`src/rtl/mixed_opcode_decoder.sv`:
```
`default_nettype none
// ============================================================================
// Module      : mixed_opcode_decoder
// Description : Decodes 9-bit opcode tags into type/tag/error and queues the
//               results in a DEPTH-entry FIFO. Optional per-type statistics
//               counters are enabled with MIXED_OPCODE_DECODER_STATS_EN.
// Revision    : 1.0 - initial release
// ============================================================================
module mixed_opcode_decoder #(
    parameter int DEPTH = 2,
    parameter int CNT_W = 16
) (
    input  logic             clk,
    input  logic             rst,
    input  logic             enc_valid,
    output logic             enc_ready,
    input  logic [8:0]       enc_data,
    output logic             dec_valid,
    input  logic             dec_ready,
    output logic [2:0]       dec_type,
    output logic [8:0]       dec_tag,
    output logic             dec_err,
    output logic             err_sticky,
`ifdef MIXED_OPCODE_DECODER_STATS_EN
    input  logic [2:0]       stat_sel,
    input  logic             stat_clr,
    output logic [CNT_W-1:0] stat_cnt,
`endif
    input  logic             err_clr
);

    localparam int                 c_PTR_W     = $clog2(DEPTH);
    localparam int                 c_NUM_TYPES = 5;
    localparam logic [c_PTR_W-1:0] c_PTR_ONE   = 1;
    localparam logic [c_PTR_W:0]   c_CNT_ONE   = 1;
    localparam logic [c_PTR_W:0]   c_FULL      = (c_PTR_W+1)'(DEPTH);
    localparam logic [8:0]         c_VALUE [c_NUM_TYPES] = '{9'h000, 9'h040, 9'h080, 9'h0c0, 9'h100};
    localparam logic [8:0]         c_MASK  [c_NUM_TYPES] = '{9'h1c0, 9'h1c0, 9'h1c0, 9'h1c0, 9'h1fe};

    logic [2:0]         w_type;
    logic [8:0]         w_tag;
    logic               w_err;
    logic               w_push;
    logic               w_pop;
    logic [c_PTR_W:0]   w_count_nxt;
    logic [12:0]        w_head;

    logic [12:0]        r_mem [DEPTH];
    logic [c_PTR_W-1:0] r_wptr;
    logic [c_PTR_W-1:0] r_rptr;
    logic [c_PTR_W:0]   r_count;
    logic               r_enc_ready;
    logic               r_err_sticky;

    // Scan from the highest index down so the lowest matching type wins.
    always_comb begin
        w_type = 3'd7;
        w_tag  = enc_data;
        w_err  = 1'b1;
        for (int t = c_NUM_TYPES - 1; t >= 0; t--) begin
            if ((enc_data & c_MASK[t]) == c_VALUE[t]) begin
                w_type = 3'(t);
                w_tag  = enc_data & ~c_MASK[t];
                w_err  = 1'b0;
            end
        end
    end

    assign w_push = enc_valid && r_enc_ready;
    assign w_pop  = (r_count != '0) && dec_ready;

    always_comb begin
        w_count_nxt = r_count;
        case ({w_push, w_pop})
            2'b10:   w_count_nxt = r_count + c_CNT_ONE;
            2'b01:   w_count_nxt = r_count - c_CNT_ONE;
            default: w_count_nxt = r_count;
        endcase
    end

    // Ready is registered from the next count so dec_ready never reaches enc_ready.
    always_ff @(posedge clk) begin
        if (rst) begin
            r_wptr       <= '0;
            r_rptr       <= '0;
            r_count      <= '0;
            r_enc_ready  <= 1'b0;
            r_err_sticky <= 1'b0;
        end else begin
            r_count     <= w_count_nxt;
            r_enc_ready <= (w_count_nxt != c_FULL);
            if (w_push) begin
                r_wptr <= r_wptr + c_PTR_ONE;
            end
            if (w_pop) begin
                r_rptr <= r_rptr + c_PTR_ONE;
            end
            if (w_push && w_err) begin
                r_err_sticky <= 1'b1;
            end else if (err_clr) begin
                r_err_sticky <= 1'b0;
            end
        end
    end

    always_ff @(posedge clk) begin
        if (w_push) begin
            r_mem[r_wptr] <= {w_type, w_tag, w_err};
        end
    end

    assign w_head     = r_mem[r_rptr];
    assign dec_valid  = (r_count != '0);
    assign enc_ready  = r_enc_ready;
    assign err_sticky = r_err_sticky;
    assign dec_type   = dec_valid ? w_head[12:10] : 3'd0;
    assign dec_tag    = dec_valid ? w_head[9:1]   : 9'd0;
    assign dec_err    = dec_valid ? w_head[0]     : 1'b0;

`ifdef MIXED_OPCODE_DECODER_STATS_EN
    localparam int               c_NUM_STATS = 6;
    localparam logic [CNT_W-1:0] c_STAT_ONE  = 1;

    logic [CNT_W-1:0] r_stat [c_NUM_STATS];
    logic [2:0]       w_stat_idx;

    assign w_stat_idx = w_err ? 3'd5 : w_type;

    // Clear takes priority over a same-cycle increment; counters stick at all-ones.
    always_ff @(posedge clk) begin
        for (int i = 0; i < c_NUM_STATS; i++) begin
            if (rst || stat_clr) begin
                r_stat[i] <= '0;
            end else if (w_push && (w_stat_idx == 3'(i)) && (r_stat[i] != '1)) begin
                r_stat[i] <= r_stat[i] + c_STAT_ONE;
            end
        end
    end

    always_comb begin
        stat_cnt = '0;
        for (int i = 0; i < c_NUM_STATS; i++) begin
            if (stat_sel == 3'(i)) begin
                stat_cnt = r_stat[i];
            end
        end
    end
`endif

endmodule
`default_nettype wire

```
`config.mk`:
```
export PLATFORM = sky130hd
export DESIGN_NAME = mixed_opcode_decoder
export DESIGN_NICKNAME = d
export VERILOG_FILES = /design/src/rtl/mixed_opcode_decoder.sv
export SDC_FILE = /design/constraint.sdc
export NUM_CORES = 1
export LEC_CHECK = 0
export CAP_MARGIN = 15
export CORE_MARGIN = 2
export CORE_UTILIZATION = 49
export DETAILED_ROUTE_END_ITERATION = 7
export GPL_ROUTABILITY_DRIVEN = 1
export GPL_TIMING_DRIVEN = 0
export HOLD_SLACK_MARGIN = 0.1
export PLACE_DENSITY = 0.79
export SLEW_MARGIN = 15
export SYNTH_ARGS = -nofsm -noshare
export SYNTH_HDL_FRONTEND = slang
export SYNTH_SLANG_ARGS = --single-unit
```
`constraint.sdc`:
```
create_clock -name clk -period 1.8 [get_ports clk]
set_input_delay 0.36 -clock clk [delete_from_list [all_inputs] [get_ports clk]]
set_output_delay 0.36 -clock clk [all_outputs]
set_load 0.01 [all_outputs]
```
* Yosys cells after proc, flatten, opt, wreduce, memory -nomap -nowiden *
Memory sizes are Yosys's and may differ from the RTL's. A register that Yosys moved wholly into a read port is not among the register bits.
Index checks and enable logic that the tools add are counted.

storage, ports and cells
  bits in registers = 6
  memories = 1
  memory bits (read-only) = 0
  RAM bits = 26
  bits in latches = 0
  input port bits = 14

operators by class
  mux-type cells = 25
  multipliers = 0
  reduce and logical (&&, ||, !) cells = 6
  $lt $le $gt $ge = 0
  equality and inequality tests = 7
  shift operators = 0
  add/sub/neg operators = 4
  bitwise logic cells = 0
  divide/modulo/power cells = 0

memories
  name   words  bits a word  read ports  clocked after Yosys merged registers in  wr ports  RTL line  source
  r_mem  2      13           1           1                                        1         48        logic [12:0] r_mem [DEPTH];

operators by type and width
  cell                                               number
  2-to-1 mux 9 bit                                   6
  2-to-1 mux 3 bit                                   5
  2-to-1 mux 1 bit                                   12
  logical NOT 9 bit                                  1
  == test 8 bit (second input constant)              1
  == test 3 x 2 -> 1 bit (second input constant)     2
  one-hot mux 2 bit (2 select lines)                 1
  nonzero test 2 bit                                 2
  == test 3 x 1 -> 1 bit (second input constant)     1
  logical AND 1 bit                                  3
  adder 1 bit (second input constant)                2
  adder 2 x 1 -> 2 bit (second input constant)       1
  == test 2 x 1 -> 1 bit (second input constant)     1
  == test 2 bit (second input constant)              1
  2-to-1 mux 2 bit                                   1
  != test 2 bit (second input constant)              1
  subtractor 2 x 1 -> 2 bit (second input constant)  1

* Logic depth before layout (Yosys ltp) *
Gate-level depths: netlist of run 1.

  depth in word-level cells = 8
  gate-level depth with buffers = 7
  gate-level depth less buffers = 6

* Least setup slack after synthesis of run 1 *
Ideal clock, no wire load.

  kind = reg2reg
  start = register r_count[0]
  end = register r_count[1]
  data required time = 1730 ps
  data arrival time = 1515 ps
  setup time = 70 ps
  path slack = 215 ps
  stages on the path, launching flop included = 7
  path through = dfxtp_1 -> buf_2 -> o21ai_0 -> inv_1 -> ha_1 -> or3_1 -> a21oi_1

on the way
  longest elaborated chain between the ends = 4

ends and longest elaborated chain
  what                                                     RTL line  source
  start, declared                                          51        logic [c_PTR_W:0] r_count;
  start signal, assigned                                   90        r_count <= w_count_nxt;
  nonzero test 2 bit *                                     70        assign w_pop = (r_count != '0) && dec_ready;
  logical AND 1 bit *                                      70
  via w_pop                                                44        logic w_pop;
  == test 2 x 1 -> 1 bit or == test 2 bit (tied branches)  74        case ({w_push, w_pop})
  one-hot mux 2 bit (2 select lines) *                     74

Mark *: on every way through the listed nets, which the timed path passes. The rest lies on a longest branch.
A chain may end at the register's enable or synchronous reset.

* Worst setup path in the final report of run 1 *
  start = register r_count[0]
  end = output dec_type[1]

on the way
  longest elaborated chain between the ends = 2

ends and longest elaborated chain
  what                RTL line  source
  nonzero test 2 bit  113       assign dec_valid = (r_count != '0);
  2-to-1 mux 3 bit    116       assign dec_type = dec_valid ? w_head[12:10] : 3'd0;
  end, declared       20        output logic [2:0] dec_type,

Every way passes these cells.

==> results.sh, run 1 <==
export IMPL_run_status="complete, no violations"
export IMPL_crit_required_ns=1.44
export IMPL_grt_antenna_before_repair=0
export IMPL_final_setup_tns_ns=0
export IMPL_synth_net_count=124
export IMPL_cts_tree="built"
export IMPL_setup_violations=0
export IMPL_grt_overflow_total=0
export IMPL_clkTransAtPathRegs_ns=0.09
export IMPL_worst_setup_slack_after_layout_ns=0.0753
export IMPL_cts_num_sinks=33
export IMPL_end_kind="output port"
export IMPL_dpl_instance_area_mm2=0.00169
export IMPL_largest_family_of_logic_cells_by_synthesized_area="simple AND/OR/NAND/NOR gates"
export IMPL_die_area_mm2=0.00326
export IMPL_post_synth_top_area_fraction_pct=56.6
export IMPL_chipWidth_um=57.1
export IMPL_synth_yosys_seq_area_share_pct=66.7
export IMPL_drtIter0Drc=37
export IMPL_vias=926
export IMPL_grt_setup_unrepaired="true"
export IMPL_mappedNetlistArea_mm2=0.00138
export IMPL_cts_root_buffer_cell="clkbuf_4"
export IMPL_portBuffers=27
export IMPL_synth_edf_count=26
export IMPL_coreArea_mm2=0.00271
export IMPL_post_synth_cell_area_avg_um2=12.7
export IMPL_max_clock_freq_ghz=0.580
export IMPL_start_util_pct=50.9
export IMPL_slew_headroom_pct=54.1
export IMPL_max_slew_worst_pin_slew_ns=0.687
export IMPL_post_route_cells_drive_above_1_share_pct=21.3
export IMPL_clkLatencyLatePin_ns=0.34
export IMPL_buffers_from_clock_root_to_sink_at_most=2
export IMPL_grt_max_degree=14
export IMPL_skew_ns=0.0118
export IMPL_yosysMostFrequentCell="edfxtp_1"
export IMPL_clock_tree_htree_level_count=2
export IMPL_min_period_over_period_pct=95.8
export IMPL_leakage_nw=0.716
export IMPL_critical_path_start_type="flop"
export IMPL_yosys_warnings=0
export IMPL_max_cap_violations=0
export IMPL_postRouteWirelength_mm=2.45
export IMPL_place_worst_setup_slack_ns=-0.428
export IMPL_finalInstanceArea_mm2=0.00186
export IMPL_num_rows=19
export IMPL_synth_top_cells_by_count="26 x edfxtp_1, 24 x nor2_1, 13 x mux2i_1"
export IMPL_cts_hold_buffers_added=0
export IMPL_area_growth_syn_to_layout_pct=34.7
export IMPL_power_per_cell_area_mw_per_mm2=1280
export IMPL_dp_final_hpwl_mm=1.70
export IMPL_synthAdderAreaFrac_pct=0.907
export IMPL_synth_seq_cells=33
export IMPL_ys_dominant_reg_cell="edfxtp_1"
export IMPL_crit_arrival_ns=1.36
export IMPL_worstHoldPathType="in2reg"
export IMPL_post_route_ant_nets=0
export IMPL_synth_compound_area_share_pct=2.72
export IMPL_die_h_um=57.1
export IMPL_nNetsFinal=169
export IMPL_floorplan_io_pins=30
export IMPL_drc=0
export IMPL_cts_buffers_inserted=5
export IMPL_synthMuxAreaShare_pct=9.43
export IMPL_place_gp_congestion=0.735
export IMPL_synthCells=109
export IMPL_report_final_slew_viol_count=0
export IMPL_min_period_ns=1.72
export IMPL_vias_per_cell=4.98
export IMPL_synthXorXnorAreaFrac_pct=3.17
export IMPL_routed_len_inst_um=13.2
export IMPL_ys_async_sr_fraction_pct=0
export IMPL_ys_top_cells_by_area="edfxtp_1 57%, dfxtp_1 10%, mux2i_1 9.4%"
export IMPL_hold_fails_final_rpt=0
export IMPL_grt_first_pass_wirelength_mm=4.11
export IMPL_grt_util_all_layers_pct=17.7
export IMPL_synth_lib_cells_used_distinct=22
export IMPL_diodes=0
export IMPL_synth_simple_gate_area_share_pct=13.1
export IMPL_post_synth_top_area_cell="edfxtp_1"
export IMPL_fillerInstances=217
export IMPL_crit_type="reg2out"
export IMPL_crit_path_max_fanout=6
export IMPL_dr_pass1_iters=4
export IMPL_grt_pass1_vias=928
export IMPL_ir_drop_uv=993
registers in the layout, indices dropped and copies added (netlist names), named ones only:
register    cells
enc_ready       1
err_sticky      1
r_count         2
r_wptr          1
r_mem          26
r_rptr          1
final timing paths:
check	start	end	slack (ns)	cells past startpoint
worst min register to register	err_sticky	err_sticky	0.47	2
worst max-delay path	r_count[0]	dec_type[1]	0.08	5
worst min-delay path	rst	r_rptr	0.36	2
worst max register to register	r_count[0]	r_count[1]	0.18	6
metal layers:
layer / vias to the layer above / global-route usage [%] / part of all wire (%)
li1: 467 / - / -
met1: 431 / 17.5 / 38
met2: 26 / 30.5 / 55
met3: 2 / 7.26 / 5.5
met4: 0 / 11.0 / 0.98
met5: - / 0 / 0
area by class of cell:
class                           instances  area [um^2]  area share (%)
Clock buffer                            8         58.8            3.16
Inverter                                2         7.51           0.404
Timing Repair Buffer                   39          338            18.2
Multi-Input combinational cell         62          414            22.3
Sequential cell                        33          926            49.8
Tap cell                               31         38.8            2.09
Buffer                                 11         76.3            4.10
power by group:
group / switching [mW] / internal, mW / total, mW
Clock: 0.225 / 0.192 / 0.418
Combinational: 0.428 / 0.548 / 0.976
Sequential: 0.0615 / 0.930 / 0.991
repair_timing:
item	4_1_cts	5_1_grt
resized for setup	49	4
gates cloned	0	0
endpoints found under the setup margin	27	12
buffers inserted	3	9
pin swaps	1	1
placed cells by master, fill, tap and decap left out:
cell,netlist,final
edfxtp_1,26,26
o21ai_1,1,2
clkdlybuf4s50_1,0,13
and3_1,1,1
ha_1,1,1
nor2_2,0,1
buf_4,0,11
xor2_1,4,4
clkbuf_1,10,10
buf_12,0,2
xnor2_1,1,1
nand2_1,3,3
a21oi_1,3,3
dfxtp_1,7,5
buf_6,0,1
dfxtp_2,0,1
nor2_4,0,1
dfxtp_4,0,1
o21ai_0,2,1
inv_1,2,2
clkbuf_4,0,5
mux2i_1,13,13
a211oi_1,1,1
or3_1,1,1
buf_2,2,6
clkdlybuf4s15_1,0,4
buf_8,0,1
clkbuf_8,0,1
or4_4,1,1
nor2_1,24,22
nor2b_1,2,2
dlygate4sd2_1,0,4
nor4_4,1,1
and2_1,2,2
nand4b_1,1,1
critical path: stages, from the launching register on:
cell and delay, ns:
dfxtp_1 0.32, buf_6 0.13, nor2_4 0.14, buf_4 0.13, nor2_1 0.04, dlygate4sd2_1 0.28
stage by stage:
| stage | utilization, % | total power [mW] | hold slack (ns) | std cells |
|---|---|---|---|---|
| after floorplan | - | 1.43 | 0.459 | 109 |
| after global placement | 62.3 | 1.76 | 0.438 | 167 |
| after detailed placement | 62.3 | 1.79 | 0.451 | 167 |
| after CTS | 65.4 | 2.24 | 0.336 | 177 |
| after global routing | 68.6 | 2.54 | 0.362 | 186 |
| final | 68.6 | 2.38 | 0.355 | 186 |
cells by family (layout without fill, tap and decap cells):
family	after synthesis	count (layout)
flip-flops	33	33
buffers and inverters	14	60
XOR/XNOR	5	5
multiplexers	13	13
AO/OA/AOI/OAI	7	7
adder cells (fa/ha/maj)	1	1
AND/OR/NAND/NOR	36	36
(Power assumes the default switching activity.)
==> inputs of run 2 (changes only) <==
--- a/config.mk
+++ b/config.mk
@@ -12,7 +12,7 @@
 export GPL_ROUTABILITY_DRIVEN = 1
 export GPL_TIMING_DRIVEN = 0
 export HOLD_SLACK_MARGIN = 0.1
-export PLACE_DENSITY = 0.79
+export PLACE_DENSITY = 0.78
 export SLEW_MARGIN = 15
 export SYNTH_ARGS = -nofsm -noshare
 export SYNTH_HDL_FRONTEND = slang
==> run 2 against run 1 <==
Largest power group unchanged. Clock power is 8.9% higher. Highest routed layer unchanged. Combinational power is essentially flat. First-iteration DRC count shrank 19%. Clock skew shrank 0.0054 ns.
==> results.sh, run 2 (synthesis results as in run 1) <==
export IMPL_run_status="complete, no violations"
export IMPL_min_to="r_wptr"
export IMPL_vias=922
export IMPL_instances_no_fill=185
export IMPL_most_common_layout_cells="26 x edfxtp_1, 21 x nor2_1, 13 x mux2i_1, 13 x clkdlybuf4s50_1, 9 x buf_4"
export IMPL_grt_antenna_before_repair=0
export IMPL_cp_slowest_stage_delay_ns=0.33
export IMPL_grt_use_met1_pct=16.9
export IMPL_fillerInstances=228
export IMPL_num_rows=19
export IMPL_start_util_pct=50.9
export IMPL_final_setup_tns_ns=0
export IMPL_routed_len_inst_um=13.0
export IMPL_timing_hold_ws_ns=0.346
export IMPL_cp_slowest_cell="dfxtp_2"
export IMPL_holdCritStartpoint="rst"
export IMPL_max_clock_freq_ghz=0.580
export IMPL_grt_overflow_total=0
export IMPL_dp_final_hpwl_mm=1.68
export IMPL_critical_path_start_type="flop"
export IMPL_use_met2_pct=28.2
export IMPL_grt_first_pass_wirelength_mm=3.82
export IMPL_hold_depth=2
export IMPL_floorplan_io_pins=30
export IMPL_reg2reg_depth=8
export IMPL_post_route_cells_drive_above_1_share_pct=26.6
export IMPL_area_sequential_um2=930
export IMPL_reg_largest_list="r_mem x26, r_count x2"
export IMPL_registers_top_by_ff_count="r_mem"
export IMPL_dr_pass1_iters=4
export IMPL_post_place_cells=167
export IMPL_crit_arrival_ns=1.36
export IMPL_coreArea_mm2=0.00271
export IMPL_end_kind="output port"
export IMPL_finalPower_mw=2.42
export IMPL_hold_fails_final_rpt=0
export IMPL_vias_per_cell=4.98
export IMPL_portBuffers=27
export IMPL_timing_critical_path_buf_inv=3
export IMPL_largest_reg_flops=26
export IMPL_rrSetupSlack_ns=0.12
export IMPL_area_growth_syn_to_layout_pct=35.2
export IMPL_cpMostUsedCell="buf_6"
export IMPL_grt_max_degree=14
export IMPL_grt_pass1_vias=890
export IMPL_clkLatencyLatePin_ns=0.33
export IMPL_busiest_layer="met2"
export IMPL_reg2reg_from="r_count[0]"
export IMPL_leakage_nw=0.722
export IMPL_ir_drop_uv=1160
export IMPL_clock_tree_htree_level_count=2
export IMPL_max_slew_worst_pin_slew_ns=0.645
export IMPL_cts_root_buffer_cell="clkbuf_4"
export IMPL_drtIter0Drc=30
export IMPL_skew_ns=0.00640
export IMPL_rr_endpoint="r_count[1]"
export IMPL_power_per_cell_area_mw_per_mm2=1300
export IMPL_die_h_um=57.1
export IMPL_crit_type="reg2out"
export IMPL_die_area_mm2=0.00326
export IMPL_grt_setup_unrepaired="true"
export IMPL_clkTransAtPathRegs_ns=0.09
export IMPL_cts_tree="built"
export IMPL_buffers_from_clock_root_to_sink_at_most=2
export IMPL_cts_buffers_inserted=5
export IMPL_setup_violations=0
export IMPL_crit_path_max_fanout=4
export IMPL_cts_num_sinks=33
export IMPL_min_period_over_period_pct=95.8
export IMPL_place_gp_congestion=0.724
export IMPL_diodes=0
export IMPL_postRouteWirelength_mm=2.41
export IMPL_global_route_usage_met3_pct=8.16
export IMPL_grt_util_all_layers_pct=16.6
export IMPL_chipWidth_um=57.1
export IMPL_crit_required_ns=1.44
export IMPL_post_route_ant_nets=0
export IMPL_slew_headroom_pct=57.0
export IMPL_drc=0
export IMPL_cts_hold_buffers_added=0
export IMPL_critical_path_cell_chain="buf_6 > nor2_4 > buf_6 > nor2_1 > dlygate4sd2_1"
export IMPL_multi_input_area_um2=433
export IMPL_max_cap_violations=0
export IMPL_cpLargestDelayFamily="buffers and inverters"
export IMPL_worstHoldPathType="in2reg"
export IMPL_min_period_ns=1.72
export IMPL_nNetsFinal=168
export IMPL_final_common_cell="edfxtp_1"
export IMPL_report_final_slew_viol_count=0
run 2: cell types whose count changed in the layout (fill, tap and decap cells not counted), sizes merged:
| cell | before | now |
|---|---|---|
| buf | 21 | 20 |
| clkbuf | 16 | 18 |
| clkdlybuf4s15 | 4 | 1 |
| clkinv | 0 | 1 |
run 2: how the worst max path moves through the flow:
stage          startpoint      endpoint  slack (ns)  depth (start not counted)
2_1_floorplan  r_count[0]    r_count[1]        0.22                          6
3_3_place_gp    enc_valid   r_mem[0][3]       -0.40                          3
3_5_place_dp    enc_valid  r_mem[0][12]       -0.41                          3
4_1_cts        r_count[0]    dec_tag[0]       -0.01                          6
5_1_grt        r_count[0]    dec_tag[7]      -0.003                          6
6_report       r_count[0]   dec_type[0]        0.08                          5
run 2: report_power, final:
| group | switching [mW] | leakage, nW | internal, mW |
|---|---|---|---|
| Sequential | 0.0529 | 0.297 | 0.933 |
| Clock | 0.229 | 0.0413 | 0.226 |
| Combinational | 0.449 | 0.384 | 0.529 |
| Total | 0.730 | 0.722 | 1.69 |
run 2: what timing repair did:
action | CTS | global route
setup endpoints to repair | 27 | 8
hold endpoints to repair | 0 | 0
buffers inserted | 5 | 7
pin swaps | 1 | 1
cloned | 0 | 0
gates resized for setup | 53 | 10
run 2: metrics by stage:
step	cell area, um^2	util, %	worst slack [ns]
CTS	1810	66.6	-0.0106
global placement	1690	62.3	-0.404
detailed placement	1690	62.3	-0.406
global route	1870	68.8	-0.00347
finish	1870	68.8	0.0760
floorplan	1380	-	0.215
run 2: layer usage:
metal  share of wire [%]  routed length (um)
met1                  40                 969
met4                 2.1                  50
met3                 5.3                 128
met5                   0                   0
met2                  52                1260
run 2: area by class of cell:
type / count / share of cell area (%)
sequential: 33 / 49.8
inverter: 2 / 0.402
timing repair buffer: 38 / 16.6
buffer: 11 / 4.09
tap: 31 / 2.08
multi-input combinational: 62 / 23.2
clock inverter: 1 / 0.268
clock buffer: 7 / 3.49
